### config.mk
export PLATFORM = sky130hd
export DESIGN_NAME = uart_tx_mmio
export DESIGN_NICKNAME = d
export VERILOG_FILES = /design/src/rtl/uart_tx_mmio_pkg.sv /design/src/rtl/uart_tx_mmio_tx_fifo.sv /design/src/rtl/uart_tx_mmio.sv
export SDC_FILE = /design/constraint.sdc
export NUM_CORES = 1
export LEC_CHECK = 0
export ABC_AREA = 1
export CAP_MARGIN = 20
export CELL_PAD_IN_SITES_DETAIL_PLACEMENT = 1
export CELL_PAD_IN_SITES_GLOBAL_PLACEMENT = 2
export CORE_ASPECT_RATIO = 0.75
export CORE_UTILIZATION = 34
export CTS_CLUSTER_DIAMETER = 120
export DETAILED_ROUTE_END_ITERATION = 10
export GPL_ROUTABILITY_DRIVEN = 0
export GPL_TIMING_DRIVEN = 0
export PLACE_DENSITY_LB_ADDON = 0.08
export SLEW_MARGIN = 0
export SYNTH_ARGS = -nofsm -noshare
export SYNTH_HDL_FRONTEND = slang
export SYNTH_SLANG_ARGS = --single-unit
### constraint.sdc
create_clock -name clk -period 5.17 [get_ports clk]
set_input_delay 0.517 -clock clk [delete_from_list [all_inputs] [get_ports clk]]
set_output_delay 0.517 -clock clk [all_outputs]
set_load 0.05 [all_outputs]
### src/rtl/uart_tx_mmio_pkg.sv
// uart_tx_mmio_pkg
// Shared definitions for the memory-mapped UART transmitter:
//   - register offsets (addr[3:2]) of the 16-byte window
//   - STATUS register bit positions
//   - transmit FSM state encoding
//   - reset value of the baud divisor
//   - even-parity helper, used when UART_TX_PARITY_EN is defined
// No ports; imported with "import uart_tx_mmio_pkg::*;".
package uart_tx_mmio_pkg;

  localparam logic [1:0] REG_TXDATA   = 2'd0;
  localparam logic [1:0] REG_STATUS   = 2'd1;
  localparam logic [1:0] REG_BAUD_DIV = 2'd2;

  localparam int STAT_BUSY      = 0;
  localparam int STAT_FULL      = 1;
  localparam int STAT_EMPTY     = 2;
  localparam int STAT_OVERFLOW  = 3;
  localparam int STAT_COUNT_LSB = 8;

  // Bit period is DIV+1 clocks.
  localparam logic [15:0] UART_DEFAULT_DIV = 16'd433;

  typedef enum logic [2:0] {
    ST_IDLE   = 3'd0,
    ST_START  = 3'd1,
    ST_DATA   = 3'd2,
    ST_PARITY = 3'd3,
    ST_STOP   = 3'd4
  } tx_state_t;

  function automatic logic even_parity(input logic [7:0] data);
    return ^data;
  endfunction

endpackage

### src/rtl/uart_tx_mmio_tx_fifo.sv
// uart_tx_mmio_tx_fifo
// Synchronous byte FIFO (circular buffer) feeding the UART transmit FSM.
// Ports:
//   clk, rst : clock (rising edge), asynchronous active-high reset
//   push     : write request; accepted when not full, or when a pop
//              happens in the same cycle
//   pop      : read request; ignored when empty
//   din      : byte to push
//   dout     : byte at the head of the FIFO (valid when not empty)
//   full     : count == DEPTH
//   empty    : count == 0
//   count    : number of stored bytes, $clog2(DEPTH)+1 bits
// DEPTH must be a power of two and at least 2, so the pointers wrap
// naturally.
module uart_tx_mmio_tx_fifo #(
  parameter int DEPTH = 8
) (
  input  logic                     clk,
  input  logic                     rst,
  input  logic                     push,
  input  logic                     pop,
  input  logic [7:0]               din,
  output logic [7:0]               dout,
  output logic                     full,
  output logic                     empty,
  output logic [$clog2(DEPTH):0]   count
);

  localparam int AW = $clog2(DEPTH);
  localparam int CW = AW + 1;

  logic [7:0]    mem [DEPTH];
  logic [AW-1:0] wr_ptr;
  logic [AW-1:0] rd_ptr;
  logic [CW-1:0] cnt;
  logic          do_push;
  logic          do_pop;

  assign full    = (cnt == CW'(DEPTH));
  assign empty   = (cnt == '0);
  assign count   = cnt;
  assign dout    = mem[rd_ptr];

  // A full FIFO still takes a byte when the head leaves in the same cycle.
  assign do_pop  = pop && !empty;
  assign do_push = push && (!full || do_pop);

  always_ff @(posedge clk or posedge rst) begin
    if (rst) begin
      wr_ptr <= '0;
      rd_ptr <= '0;
      cnt    <= '0;
    end else begin
      if (do_push) begin
        wr_ptr <= wr_ptr + AW'(1);
      end
      if (do_pop) begin
        rd_ptr <= rd_ptr + AW'(1);
      end
      case ({do_push, do_pop})
        2'b10:   cnt <= cnt + CW'(1);
        2'b01:   cnt <= cnt - CW'(1);
        default: cnt <= cnt;
      endcase
    end
  end

  // Storage has no reset; only the pointers and count define validity.
  always_ff @(posedge clk) begin
    if (do_push) begin
      mem[wr_ptr] <= din;
    end
  end

endmodule

### src/rtl/uart_tx_mmio.sv
// uart_tx_mmio
// Memory-mapped UART transmitter on the data-side bus. Stores to TXDATA
// queue bytes in a FIFO; a bit-serial FSM sends them LSB first framed by
// a start bit (0) and a stop bit (1). Loads return STATUS / BAUD_DIV one
// cycle after the request, and 0 outside the window so read data can be
// OR-combined with RAM.
// Optional feature macro: UART_TX_PARITY_EN -- inserts an even-parity bit
// between the data bits and the stop bit (11-bit frame instead of 10).
// Ports:
//   clk, rst     : clock (rising edge), asynchronous active-high reset
//   mem_wen_i    : byte write strobes (execute stage)
//   mem_wdata_i  : store data
//   mem_waddr_i  : store address
//   mem_ren_i    : load request (decode stage)
//   mem_raddr_i  : load address
//   mem_rdata_o  : registered load data, valid the cycle after mem_ren_i
//   uart_tx_o    : registered serial output, idle high
//   tx_empty_o   : FIFO empty and FSM idle
module uart_tx_mmio
  import uart_tx_mmio_pkg::*;
#(
  parameter logic [31:0] BASE_ADDR   = 32'h1000_0000,
  parameter int          FIFO_DEPTH  = 8,
  parameter logic [15:0] DEFAULT_DIV = UART_DEFAULT_DIV
) (
  input  logic        clk,
  input  logic        rst,
  input  logic [3:0]  mem_wen_i,
  input  logic [31:0] mem_wdata_i,
  input  logic [31:0] mem_waddr_i,
  input  logic        mem_ren_i,
  input  logic [31:0] mem_raddr_i,
  output logic [31:0] mem_rdata_o,
  output logic        uart_tx_o,
  output logic        tx_empty_o
);

  localparam int CW = $clog2(FIFO_DEPTH) + 1;

  tx_state_t     state;
  logic [15:0]   baud_cnt;
  logic [7:0]    shift;
  logic [2:0]    bit_idx;
  logic          tx_q;
  logic [15:0]   div;
  logic          overflow;
`ifdef UART_TX_PARITY_EN
  logic          parity_bit;
`endif

  logic          fifo_pop;
  logic          fifo_full;
  logic          fifo_empty;
  logic [7:0]    fifo_dout;
  logic [CW-1:0] fifo_count;

  logic          wr_hit;
  logic [1:0]    wr_off;
  logic          rd_hit;
  logic [1:0]    rd_off;
  logic          txdata_wr;
  logic          ovf_set;
  logic          ovf_clr;
  logic [31:0]   status_word;
  logic [31:0]   rdata_next;
  logic          unused_bits;

  assign wr_hit    = (mem_waddr_i[31:4] == BASE_ADDR[31:4]);
  assign wr_off    = mem_waddr_i[3:2];
  assign rd_hit    = (mem_raddr_i[31:4] == BASE_ADDR[31:4]);
  assign rd_off    = mem_raddr_i[3:2];

  assign txdata_wr = wr_hit && (wr_off == REG_TXDATA) && mem_wen_i[0];
  assign ovf_set   = txdata_wr && fifo_full && !fifo_pop;
  assign ovf_clr   = wr_hit && (wr_off == REG_STATUS) && mem_wen_i[0] && mem_wdata_i[3];

  assign unused_bits = ^{mem_wdata_i[31:16], mem_wen_i[3:2],
                         mem_waddr_i[1:0], mem_raddr_i[1:0]};

  uart_tx_mmio_tx_fifo #(
    .DEPTH (FIFO_DEPTH)
  ) u_fifo (
    .clk   (clk),
    .rst   (rst),
    .push  (txdata_wr),
    .pop   (fifo_pop),
    .din   (mem_wdata_i[7:0]),
    .dout  (fifo_dout),
    .full  (fifo_full),
    .empty (fifo_empty),
    .count (fifo_count)
  );

  // A new frame starts either from IDLE or right at the end of a stop bit,
  // which gives back-to-back frames with no idle gap.
  always_comb begin
    fifo_pop = 1'b0;
    if (!fifo_empty) begin
      case (state)
        ST_IDLE: fifo_pop = 1'b1;
        ST_STOP: fifo_pop = (baud_cnt == '0);
        default: fifo_pop = 1'b0;
      endcase
    end
  end

  // Transmit FSM. The counter is reloaded from div only at bit boundaries,
  // so a divisor change never stretches or shortens the bit in progress.
  always_ff @(posedge clk or posedge rst) begin
    if (rst) begin
      state    <= ST_IDLE;
      baud_cnt <= '0;
      shift    <= '0;
      bit_idx  <= '0;
      tx_q     <= 1'b1;
`ifdef UART_TX_PARITY_EN
      parity_bit <= 1'b0;
`endif
    end else if (fifo_pop) begin
      state    <= ST_START;
      shift    <= fifo_dout;
      baud_cnt <= div;
      bit_idx  <= '0;
      tx_q     <= 1'b0;
`ifdef UART_TX_PARITY_EN
      parity_bit <= even_parity(fifo_dout);
`endif
    end else begin
      case (state)
        ST_IDLE: begin
          tx_q <= 1'b1;
        end
        ST_START: begin
          if (baud_cnt == '0) begin
            state    <= ST_DATA;
            baud_cnt <= div;
            tx_q     <= shift[0];
          end else begin
            baud_cnt <= baud_cnt - 16'd1;
          end
        end
        ST_DATA: begin
          if (baud_cnt == '0) begin
            baud_cnt <= div;
            if (bit_idx == 3'd7) begin
`ifdef UART_TX_PARITY_EN
              state <= ST_PARITY;
              tx_q  <= parity_bit;
`else
              state <= ST_STOP;
              tx_q  <= 1'b1;
`endif
            end else begin
              bit_idx <= bit_idx + 3'd1;
              shift   <= {1'b0, shift[7:1]};
              tx_q    <= shift[1];
            end
          end else begin
            baud_cnt <= baud_cnt - 16'd1;
          end
        end
`ifdef UART_TX_PARITY_EN
        ST_PARITY: begin
          if (baud_cnt == '0) begin
            state    <= ST_STOP;
            baud_cnt <= div;
            tx_q     <= 1'b1;
          end else begin
            baud_cnt <= baud_cnt - 16'd1;
          end
        end
`endif
        ST_STOP: begin
          if (baud_cnt == '0) begin
            state <= ST_IDLE;
            tx_q  <= 1'b1;
          end else begin
            baud_cnt <= baud_cnt - 16'd1;
          end
        end
        default: begin
          state <= ST_IDLE;
          tx_q  <= 1'b1;
        end
      endcase
    end
  end

  // Divisor and sticky overflow. A drop in the same cycle as a W1C clear
  // keeps the flag set.
  always_ff @(posedge clk or posedge rst) begin
    if (rst) begin
      div      <= DEFAULT_DIV;
      overflow <= 1'b0;
    end else begin
      if (wr_hit && (wr_off == REG_BAUD_DIV)) begin
        if (mem_wen_i[0]) div[7:0]  <= mem_wdata_i[7:0];
        if (mem_wen_i[1]) div[15:8] <= mem_wdata_i[15:8];
      end
      if (ovf_set) begin
        overflow <= 1'b1;
      end else if (ovf_clr) begin
        overflow <= 1'b0;
      end
    end
  end

  always_comb begin
    status_word                             = '0;
    status_word[STAT_BUSY]                  = (state != ST_IDLE) || !fifo_empty;
    status_word[STAT_FULL]                  = fifo_full;
    status_word[STAT_EMPTY]                 = fifo_empty;
    status_word[STAT_OVERFLOW]              = overflow;
    status_word[STAT_COUNT_LSB +: 8]        = 8'(fifo_count);
  end

  // Read data comes from the current registers, so a same-cycle write is
  // not visible until the following read.
  always_comb begin
    rdata_next = '0;
    if (mem_ren_i && rd_hit) begin
      case (rd_off)
        REG_STATUS:   rdata_next = status_word;
        REG_BAUD_DIV: rdata_next = {16'h0000, div};
        default:      rdata_next = '0;
      endcase
    end
  end

  always_ff @(posedge clk or posedge rst) begin
    if (rst) begin
      mem_rdata_o <= '0;
    end else begin
      mem_rdata_o <= rdata_next;
    end
  end

  assign uart_tx_o  = tx_q;
  assign tx_empty_o = fifo_empty && (state == ST_IDLE);

endmodule

### Yosys cells after proc, flatten, opt, wreduce, memory -nomap -nowiden

Memories as Yosys holds them, arrays and structs flattened.
Index checks and enable logic that the tools add are counted.

* flip-flop bits (word level): 90
* latch bits: 0
* memory bits (writable): 64
* memory bits (read-only): 0
* input bits: 103
* output and inout port bits: 34
* logic and storage cells: 106
* memories kept: 1

Memory list
* u_fifo.mem: words 8, width 8, read ports 1, clocked after memory_dff 0, write ports 1, RTL line uart_tx_mmio_tx_fifo.sv:32 `logic [7:0] mem [DEPTH];`

* add/sub/neg operators: 6
* multipliers: 0
* div/mod/pow operators: 0
* magnitude comparators: 0
* eq/ne operators: 20
* shift-type cells: 0
* mux-type cells: 33
* bitwise logic cells: 0
* reduce and logical (&&, ||, !) cells: 34

Operators with widths (count)
* $mux W16: 4
* $pmux W16 S2: 2
* $eq A28 B25 Y1 const B: 2
* $mux W8: 4
* $mux W3: 9
* $logic_not A16 Y1: 1
* $sub A16 B1 Y16 const B: 1
* $ne A3 B3 Y1 const B: 5
* $logic_and A1 B1 Y1: 12
* $pmux W3 S4: 1
* $mux W1: 10
* $add A3 B1 Y3 const B: 3
* $pmux W4 S2: 1
* $reduce_bool A2 Y1: 4
* $eq A2 B1 Y1 const B: 3
* $eq A2 B2 Y1 const B: 3
* $eq A3 B3 Y1 const B: 2
* $reduce_and A2 Y1: 3
* $reduce_and A3 Y1: 2
* $reduce_bool A3 Y1: 2
* $reduce_and A5 Y1: 1
* $add A4 B1 Y4 const B: 1
* $eq A4 B4 Y1 const B: 1
* $logic_not A4 Y1: 1
* 11 further kinds: 15

### Longest topological paths before layout

Gate-level depths: netlist of run 1.

* depth in word-level cells: 8
* mapped depth: 20
* gate-level depth less buffers: 20

### Hierarchy

A second synthesis of run 1 with hierarchy kept.

* cell total of the unflattened synthesis: 785
* area, all modules: 6952.9 um2

By module, submodules not included
* uart_tx_mmio: times used 1, cells an instance 531, area each 3823.7 um2, sequential area each 1609.0 um2
* uart_tx_mmio_tx_fifo: times used 1, cells an instance 254, area each 3129.3 um2, sequential area each 2172.1 um2

### Worst setup path before layout of run 1

OpenSTA, ideal clock, no wires.

* path kind: input-to-reg
* start point: input port mem_waddr_i[9]
* end point: register u_fifo.cnt[3] (netlist: u_fifo.count[3])
* library setup time: 0.113 ns
* arrival time: 2.136 ns
* required time: 5.057 ns
* slack: 2.921 ns
* stages: 17
* buffers on the path: 0
* path through: inv_1 nand2_1 nor2_1 nand2_1 nor2_1 nand4_1 nand2_2 inv_1 ha_1 nand2_1 nand2_1 a31oi_1 inv_1 nand4_1 nand3_1 nand2_1 inv_1

* longest elaborated chain between the ends: 6
* elaborated cells between the ends (all ways): 8
* classes of those cells: eq/ne (3); mux (1); reduce/logical (4)

Ends and longest elaborated chain
* start: declaration: RTL line uart_tx_mmio.sv:30 `input logic [31:0] mem_waddr_i,`
* $eq A28 B25 Y1 (*): RTL line uart_tx_mmio.sv:68 `assign wr_hit = (mem_waddr_i[31:4] == BASE_ADDR[31:4]);`
* $logic_and A1 B1 Y1 (*) (2 in series): RTL line uart_tx_mmio.sv:73 `assign txdata_wr = wr_hit && (wr_off == REG_TXDATA) && mem_wen_i[0];`
* $logic_and A1 B1 Y1 (*): RTL line uart_tx_mmio_tx_fifo.sv:46 `assign do_push = push && (!full || do_pop);`
* $eq A2 B1 Y1 / $eq A2 B2 Y1 (equally long branches): RTL line uart_tx_mmio_tx_fifo.sv:60 `case ({do_push, do_pop})`
* $pmux W4 S2 / $reduce_bool A2 Y1 (equally long branches)
* end signal: assignment: RTL line uart_tx_mmio_tx_fifo.sv:61 `2'b10: cnt <= cnt + CW'(1);`
* end signal: assignment: RTL line uart_tx_mmio_tx_fifo.sv:62 `2'b01: cnt <= cnt - CW'(1);`
* end signal: assignment: RTL line uart_tx_mmio_tx_fifo.sv:63 `default: cnt <= cnt;`
* end: declaration: RTL line uart_tx_mmio_tx_fifo.sv:35 `logic [CW-1:0] cnt;`

Every way passes the cells marked *; elsewhere a longest branch is shown, timed or not.
A chain may end at the register's enable or synchronous reset.

### Final worst setup path of run 1

* start point: register u_fifo.cnt[0] (netlist: u_fifo.count[0])
* end point: output port tx_empty_o

* longest elaborated chain between the ends: 2

Ends and longest elaborated chain
* $logic_not A4 Y1: RTL line uart_tx_mmio_tx_fifo.sv:40 `assign empty = (cnt == '0);`
* $logic_and A1 B1 Y1: RTL line uart_tx_mmio.sv:239 `assign tx_empty_o = fifo_empty && (state == ST_IDLE);`
* end: declaration: RTL line uart_tx_mmio.sv:35 `output logic tx_empty_o`

Every way passes these cells.

==> results of run 1 <==
worst reg2reg max path, stage by stage, from the launching register on:
cell,delay (ps)
sky130_fd_sc_hd__dfrtp_1,360
sky130_fd_sc_hd__inv_1,150
sky130_fd_sc_hd__ha_1,180
sky130_fd_sc_hd__nand2_1,110
sky130_fd_sc_hd__nor2_2,130
sky130_fd_sc_hd__nand2_2,90
sky130_fd_sc_hd__nand2_2,80
sky130_fd_sc_hd__nand2_4,90
sky130_fd_sc_hd__nand2_1,180
sky130_fd_sc_hd__nand3_1,200
sky130_fd_sc_hd__nor2_1,670
cells in the mapped netlist (2+ instances only):
| cell type | count |
|---|---|
| sky130_fd_sc_hd__dfrtp_1 | 68 |
| sky130_fd_sc_hd__nor3_1 | 3 |
| sky130_fd_sc_hd__buf_6 | 3 |
| sky130_fd_sc_hd__o21ai_0 | 55 |
| sky130_fd_sc_hd__o211ai_1 | 4 |
| sky130_fd_sc_hd__nand2_4 | 3 |
| sky130_fd_sc_hd__nand3b_1 | 2 |
| sky130_fd_sc_hd__nor2_4 | 2 |
| sky130_fd_sc_hd__nor2_2 | 6 |
| sky130_fd_sc_hd__o21ai_2 | 2 |
| sky130_fd_sc_hd__nor2_1 | 99 |
| sky130_fd_sc_hd__clkbuf_1 | 8 |
| sky130_fd_sc_hd__nand2_2 | 8 |
| sky130_fd_sc_hd__ha_1 | 10 |
| sky130_fd_sc_hd__nand2_1 | 156 |
| sky130_fd_sc_hd__inv_1 | 99 |
| sky130_fd_sc_hd__nand4_1 | 8 |
| sky130_fd_sc_hd__inv_2 | 4 |
| sky130_fd_sc_hd__o21ai_1 | 9 |
| sky130_fd_sc_hd__o21a_1 | 8 |
| sky130_fd_sc_hd__o221ai_1 | 7 |
| sky130_fd_sc_hd__o22ai_1 | 12 |
| sky130_fd_sc_hd__nand3_1 | 31 |
| sky130_fd_sc_hd__xnor2_1 | 5 |
| sky130_fd_sc_hd__o211ai_2 | 2 |
| sky130_fd_sc_hd__xor2_1 | 8 |
| sky130_fd_sc_hd__nor4_1 | 10 |
| sky130_fd_sc_hd__buf_4 | 20 |
| sky130_fd_sc_hd__a21oi_1 | 6 |
| sky130_fd_sc_hd__mux2i_1 | 7 |
| sky130_fd_sc_hd__dfstp_2 | 6 |
| sky130_fd_sc_hd__edfxtp_1 | 64 |
| sky130_fd_sc_hd__buf_2 | 5 |
power breakdown:
part | internal, mW | leakage (nW) | total, mW | switching, mW
clock network | 0.769 | 0.292 | 1.28 | 0.508
registers | 1.20 | 1.53 | 1.21 | 0.0167
logic | 0.315 | 2.04 | 0.782 | 0.468
total | 2.28 | 3.86 | 3.27 | 0.993
path summary, 6_finish.rpt:
kind                       cells after the start                to  slack (ps)            start
setup / recovery                               6        tx_empty_o        2150  u_fifo.count[0]
hold / removal                                 2            div[7]         460           div[7]
setup reg to reg                              10  u_fifo.mem[2][7]        2540      baud_cnt[0]
hold reg to reg                                2            div[7]         460           div[7]
max in group asynchronous                      3            div[8]        4080              rst
min in group asynchronous                      2          state[1]         470              rst
logic make-up after synthesis:
logic type | after synthesis | share of synthesized area
AND/OR/NAND/NOR | 333 | 0.209
flip-flops | 138 | 0.550
other | 1 | 0.000545
adder cells (fa/ha/maj) | 11 | 0.0211
AO/OA/AOI/OAI | 110 | 0.0959
multiplexers | 7 | 0.0102
buffers and inverters | 142 | 0.0966
XOR/XNOR | 13 | 0.0166
flip-flops by register name, summed over array words and instances (netlist names):
| register | cells |
|---|---|
| u_fifo.rd_ptr | 3 |
| state | 3 |
| shift | 8 |
| mem_rdata_o | 16 |
| div | 16 |
| overflow | 1 |
| u_fifo.wr_ptr | 3 |
| u_fifo.count | 4 |
| uart_tx_o | 1 |
| u_fifo.mem | 64 |
| baud_cnt | 16 |
| bit_idx | 3 |
metal layers:
layer	routed length (um)	share of wire
met2	7890	0.44
met5	0	0
met1	9050	0.50
met3	1030	0.057
met4	160	0.0088
stage by stage:
step | hold WS [ps] | power, mW | std cells | cell area, um2
2_1_floorplan | 442 | 1.78 | 770 | 6930
3_3_place_gp | 457 | 1.99 | 1121 | 8230
3_5_place_dp | 461 | 2.02 | 1122 | 8260
4_1_cts | 469 | 3.30 | 1154 | 8880
5_1_grt | 496 | 3.43 | 1154 | 8880
6_report | 465 | 3.27 | 1154 | 8880
final cells by class:
cell class                      count  area share
Timing Repair Buffer               99       0.114
Multi-Input combinational cell    490       0.280
Buffer                             38      0.0309
Tap cell                          253      0.0357
Inverter                          104      0.0443
Clock inverter                     15      0.0216
Clock buffer                       17      0.0479
Sequential cell                   138       0.426
==> PnR_summary.wiki, run 1 <==
{| class="wikitable"
! Metric !! Value
|-
| Clock latency on the worst-skew pair || 430 ps
|-
| Endpoint kind of the worst setup timing path || output pin
|-
| Total core area || 19600 um2
|-
| Initial DRC Count || 266
|-
| Crit share post-route || 0.584
|-
| Most used flip-flop cell after synthesis || sky130_fd_sc_hd__dfrtp_1
|-
| Cell count after synthesis || 755
|-
| Max Clock Skew || 9.69 ps
|-
| Peak per-stage delay on the critical path || 810 ps
|-
| Die height || 125 um
|-
| Pleak || 3.86 nW
|-
| Number of setup violations in the final report || 0
|-
| Data required, critical path || 4650 ps
|-
| Type of the worst setup path || flop to output pin
|-
| Total of cells resized after clock tree synthesis || 0
|-
| Multi-input gate area in the final layout || 2490 um2
|-
| Final global-route overflow total || 0
|-
| Routed WL per cell || 15.7 um
|-
| Worst path buffer plus inverter count || 3
|-
| Synthesis-to-layout area growth || 29.1%
|-
| Number of antenna violations at the first check in global routing || 0
|-
| Proportion of register bits with asynchronous set or reset after synthesis || 0.536
|-
| Total global-route track usage || 0.189
|-
| Clock transition time at the flip-flop clock pins of the worst setup and hold paths || 60 ps
|-
| Seq cells post-synth || 138
|-
| Global-route track usage on met2 || 0.296
|-
| Count of unresolved DRC violations after routing || 4
|-
| WL final || 18100 um
|-
| DIE WIDTH || 166 um
|-
| Via-per-instance ratio || 4.75
|-
| Final critical path time including I/O delays and setup || 3020 ps
|-
| Path class of the lowest-slack min-delay path || flop to flop
|-
| DR pass1 iterations || 7
|-
| Commonest non-fill, non-tap cell in the layout || sky130_fd_sc_hd__nand2_1
|-
| Result of the run || finished, violations left
|-
| Endpoints failing hold || 0
|-
| Number of placement rows || 44
|-
| Fin. max-slew vios || 0
|-
| CP top delay family || buffers and inverters
|-
| Total setup buffers inserted after CTS || 0
|-
| Final worst setup slack || 2150 ps
|-
| Count of nets left with antenna violations after detail routing || 0
|-
| RSZ-0062 raised after global routing || false
|-
| Largest cells by area after synthesis || sky130_fd_sc_hd__edfxtp_1 28%, sky130_fd_sc_hd__dfrtp_1 25%, sky130_fd_sc_hd__nand2_1 8.5%
|-
| Avg Synthesized Cell Area || 9.11 um2
|-
| F_max || 331 MHz
|-
| Total clock buffers created by CTS || 17
|-
| Most frequent cells in the layout || 156 x sky130_fd_sc_hd__nand2_1, 99 x sky130_fd_sc_hd__nor2_1, 98 x sky130_fd_sc_hd__inv_1, 98 x sky130_fd_sc_hd__clkdlybuf4s50_1, 68 x sky130_fd_sc_hd__dfrtp_1
|-
| Cell Chain, Critical Path || inv_2 > nand2_1 > nor3_2 > nand2_1 > inv_1 > clkdlybuf4s50_1
|-
| Maximum VDD drop || 0.236 mV
|-
| TritonCTS clock tree || done
|-
| TritonCTS Sinks || 138
|-
| Power per Cell Area || 369 nW/um2
|-
| Detailed-placement wirelength estimate || 14200 um
|-
| I/O pin count || 137
|-
| Longest Clk Path Bufs || 2
|-
| Area share of the leading cell type in the synthesized netlist || 0.279
|-
| Cell occurring most often along the worst timing path || sky130_fd_sc_hd__nand2_1
|-
| Ratio of cells with drive above 1 in the final layout || 0.110
|-
| Post-Route Utilization || 0.453
|-
| Post-synthesis cell type count || 48
|-
| Cell chosen for the clock root || sky130_fd_sc_hd__clkbuf_16
|-
| Starting density of the core || 0.351
|-
| Count of fill cells added during filler insertion || 2273
|-
| Sequential cell area fraction in the yosys report || 0.550
|-
| Via Count || 5483
|-
| Summed negative setup slack over all endpoints || 0 ps
|-
| CP Max Fanout || 3
|-
| Vias in the first global route || 5902
|-
| Deepest level of the CTS H-tree || 4
|-
| Count of port buffers added during placement || 98
|-
| Largest net degree at the start of global routing || 43
|-
| Violations in the final reports || design-rule violations
|-
| Slew at the pin with the worst max-slew slack || 818 ps
|-
| Post-synthesis cell type with the largest combined area || sky130_fd_sc_hd__edfxtp_1
|-
| Total Die Area || 20800 um2
|-
| Fin nets || 1002
|-
| Number of hold buffers added after CTS || 0
|-
| Category of the worst setup path launch point || flop
|-
| Maximum Capacitance Violations || 0
|-
| Cell with the largest stage delay on the worst path || sky130_fd_sc_hd__clkdlybuf4s50_1
|-
| Footprint of the flip-flops and latches || 3780 um2
|-
| Arrival time at the worst endpoint || 2500 ps
|-
| Number of synthesized flops with an enable pin || 64
|-
| Antenna cells || 0
|-
| YS warnings || 0
|-
| Wire length of the first global-routing pass || 30500 um
|-
| Global route hottest layer || met2
|-
| Max transition margin || 0.453
|-
| Post-Place Setup Slack || 2050 ps
|-
| Met1 global-route usage || 0.263
|-
| GR Util met3 || 0.0469
|-
| Synthesized area || 6880 um2
|}
No activity file was read; power rests on OpenSTA's default activity.
==> run 2: changes to the inputs <==
- CORE_UTILIZATION: 34 -> 28
- clock period: 5.17 -> 2.7 ns (I/O delays scaled with it)
==> run 2 against run 1 <==
Worst hold slack got worse by 210 ps; clock power grew 71%; largest cell class unchanged; die area increased by 21%; via count is 0.88% higher; register-to-register slack worse by 2400 ps; clock skew increased by 3.5 ps; design area increased by 1.2%; worst setup slack worse by 2000 ps; the run now ends clean; global-route usage decreased by 2.5 points.
==> PnR_summary.wiki, run 2 (synthesis results as in run 1) <==
{| class="wikitable"
! Metric !! Value
|-
| Result of the run || finished, final reports clean
|-
| Total Die Area || 25200 um2 (+21%)
|-
| Count of non-filler cells in the finished layout || 1238 (+7.3%)
|-
| Post-Place Setup Slack || -185 ps (-2240 ps)
|-
| Synthesis-to-layout area growth || 30.7%
|-
| Post-Route Utilization || 0.374 (-0.0790)
|-
| Logic pwr share || 0.249 (+0.010)
|-
| Deepest level of the CTS H-tree || 4 (unchanged)
|-
| CP Max Fanout || 3 (unchanged)
|-
| Routed length on met1 || 9810 um (+8.3%)
|-
| Cell Chain, Critical Path || inv_2 > nand2_1 > nor3_4 > nand2_1 > inv_1 > dlygate4sd2_1
|-
| Final global-route overflow total || 0 (unchanged)
|-
| Sequential Power Share || 0.386 (+0.015)
|-
| Initial DRC Count || 290 (+9.0%)
|-
| Most frequent cells in the layout || 156 x sky130_fd_sc_hd__nand2_1, 97 x sky130_fd_sc_hd__clkdlybuf4s50_1, 96 x sky130_fd_sc_hd__inv_1, 93 x sky130_fd_sc_hd__nor2_1, 68 x sky130_fd_sc_hd__dfrtp_1
|-
| Pleak || 3.86 nW (about the same)
|-
| Endpoints failing hold || 0 (unchanged)
|-
| Ratio of cells with drive above 1 in the final layout || 0.127 (+0.0169)
|-
| F_max || 391 MHz
|-
| DR pass1 iterations || 4 (-3)
|-
| Arrival time at the worst endpoint || 2290 ps (-210 ps)
|-
| Highest metal layer with signal wires || met4
|-
| Wire length of the first global-routing pass || 31600 um (+3.3%)
|-
| Starting density of the core || 0.286 (-0.0647)
|-
| Net Sw Power || 1.91 mW (+92%)
|-
| Number of cell instances on the worst register-to-register path || 17 (+7)
|-
| TritonCTS clock tree || done
|-
| Share of power burned in the clock network || 0.364 (-0.026)
|-
| Slew at the pin with the worst max-slew slack || 764 ps (-54.1 ps)
|-
| Final worst setup slack || 141 ps (-2010 ps)
|-
| Commonest non-fill, non-tap cell in the layout || sky130_fd_sc_hd__nand2_1
|-
| DR WL met2 || 8590 um (+8.9%)
|-
| Data required, critical path || 2430 ps (-2220 ps)
|-
| Endpoint kind of the worst setup timing path || output pin
|-
| I/O pin count || 137 (unchanged)
|-
| Total clock buffers created by CTS || 17 (unchanged)
|-
| Maximum Capacitance Violations || 0 (unchanged)
|-
| Fin. max-slew vios || 0 (unchanged)
|-
| Largest register FFs || 64 (unchanged)
|-
| Number of antenna violations at the first check in global routing || 0 (unchanged)
|-
| Die height || 138 um (+10%)
|-
| Number of hold buffers added after CTS || 0 (unchanged)
|-
| Top reg by flops || u_fifo.mem
|-
| Max transition margin || 0.489 (+0.0362)
|-
| WL final || 19400 um (+6.7%)
|-
| Max Clock Skew || 13.2 ps (+3.49 ps)
|-
| TritonCTS Sinks || 138 (unchanged)
|-
| Via-per-instance ratio || 4.47 (-6.0%)
|-
| Count of port buffers added during placement || 98 (unchanged)
|-
| Cell chosen for the clock root || sky130_fd_sc_hd__clkbuf_16
|-
| Clock transition time at the flip-flop clock pins of the worst setup and hold paths || 60 ps (about the same)
|-
| Detailed-placement wirelength estimate || 14800 um (+4.6%)
|-
| Worst flop-to-flop path startpoint || u_fifo.count[0]
|-
| RSZ-0062 raised after global routing || true
|-
| Crit share post-route || 0.948
|-
| Via Count || 5531 (+0.88%)
|-
| Internal Dissipation || 4.11 mW (+80%)
|-
| Placed Cells || 1200 (+7.0%)
|-
| Clock latency on the worst-skew pair || 420 ps (about the same)
|-
| Cell occurring most often along the worst timing path || sky130_fd_sc_hd__nand2_1
|-
| Path class of the lowest-slack min-delay path || input port to asynchronous set/reset pin
|-
| Crit Reg-Reg Endpoint || u_fifo.count[3]
|-
| Share of total power consumed by net switching || 0.317 (+0.0136)
|-
| Total global-route track usage || 0.164 (-0.0250)
|-
| Fin nets || 1008 (+0.60%)
|-
| Largest net degree at the start of global routing || 39 (-9.3%)
|-
| Number of placement rows || 49 (+11%)
|-
| Antenna cells || 0 (unchanged)
|-
| Maximum VDD drop || 0.404 mV (+71%)
|-
| Number of setup violations in the final report || 0 (unchanged)
|-
| Vias in the first global route || 5803 (-1.7%)
|-
| Peak per-stage delay on the critical path || 550 ps (-260 ps)
|-
| Total core area || 24000 um2 (+23%)
|-
| R2R setup slack || 180 ps (-2360 ps)
|-
| Routed WL per cell || 15.6 um (-0.53%)
|-
| Power per Cell Area || 670 nW/um2 (+82%)
|-
| Longest Clk Path Bufs || 2 (unchanged)
|-
| Final critical path time including I/O delays and setup || 2560 ps
|-
| Count of unresolved DRC violations after routing || 0 (-4)
|-
| Met3 Routed Length || 932 um (-9.3%)
|-
| Type of the worst setup path || flop to output pin
|-
| Count of nets left with antenna violations after detail routing || 0 (unchanged)
|-
| Cell with the largest stage delay on the worst path || sky130_fd_sc_hd__dlygate4sd2_1
|-
| DIE WIDTH || 183 um (+10%)
|-
| Category of the worst setup path launch point || flop
|}
## run 2: cell type report
class	instances	area (um2)
repair buffers	105	1040
inverters	104	398
plain buffers	38	274
fillers	2822	15000
well taps	331	414
clock buffers	18	439
clock inverters	14	111
flip-flops and latches	138	3780
multi-input cells	490	2520
## run 2: worst max-delay path by stage
stage | from | to | slack, ps | cells after the start
6_report | u_fifo.count[0] | tx_empty_o | 140 | 6
5_1_grt | baud_cnt[1] | u_fifo.mem[5][4] | -120 | 10
4_1_cts | baud_cnt[0] | u_fifo.mem[0][6] | -30 | 10
3_5_place_dp | mem_waddr_i[13] | u_fifo.mem[2][5] | -190 | 8
3_3_place_gp | rst | u_fifo.count[0] | -940 | 2
2_1_floorplan | baud_cnt[0] | u_fifo.count[3] | 520 | 19
## run 2: through the flow
step / hold slack (ps) / power (mW) / setup TNS [ps] / area [um2]
final: 250 / 6.02 / 0 / 8990
after global routing: 306 / 6.37 / -2400 / 8990
after CTS: 260 / 6.09 / -402 / 8910
after detailed placement: 466 / 3.88 / -6800 / 8350
after global placement: 459 / 3.83 / -67710 / 8330
after floorplan: 369 / 3.41 / 0 / 6930
## run 2: what timing repair did
action | 4_1_cts | 5_1_grt
endpoints found under the setup margin | 47 | 50
resized for setup | 5 | 10
setup buffers | 0 | 6
pin swaps | 0 | 2
hold endpoints to repair | 0 | 0
## run 2: power by group through the flow
stage,sequential [mW],clock [mW],combinational [mW]
global route,2.33,2.34,1.70
finish,2.33,2.19,1.50
detailed placement,2.37,0,1.51
CTS,2.33,2.24,1.52
floorplan,2.39,0,1.02
global placement,2.36,0,1.47
## run 2: per-layer routing
layer  up-vias  global-route usage
li1       2712                   -
met1      2690               0.238
met2       127               0.247
met3         2              0.0449
met4         0              0.0250
met5         -                   0
## run 2: critical path, delay by kind of cell, from the launching register on
kind	cells	cell delay (ps)
buf+inv	3	740
simple gates	3	710
flops	1	420
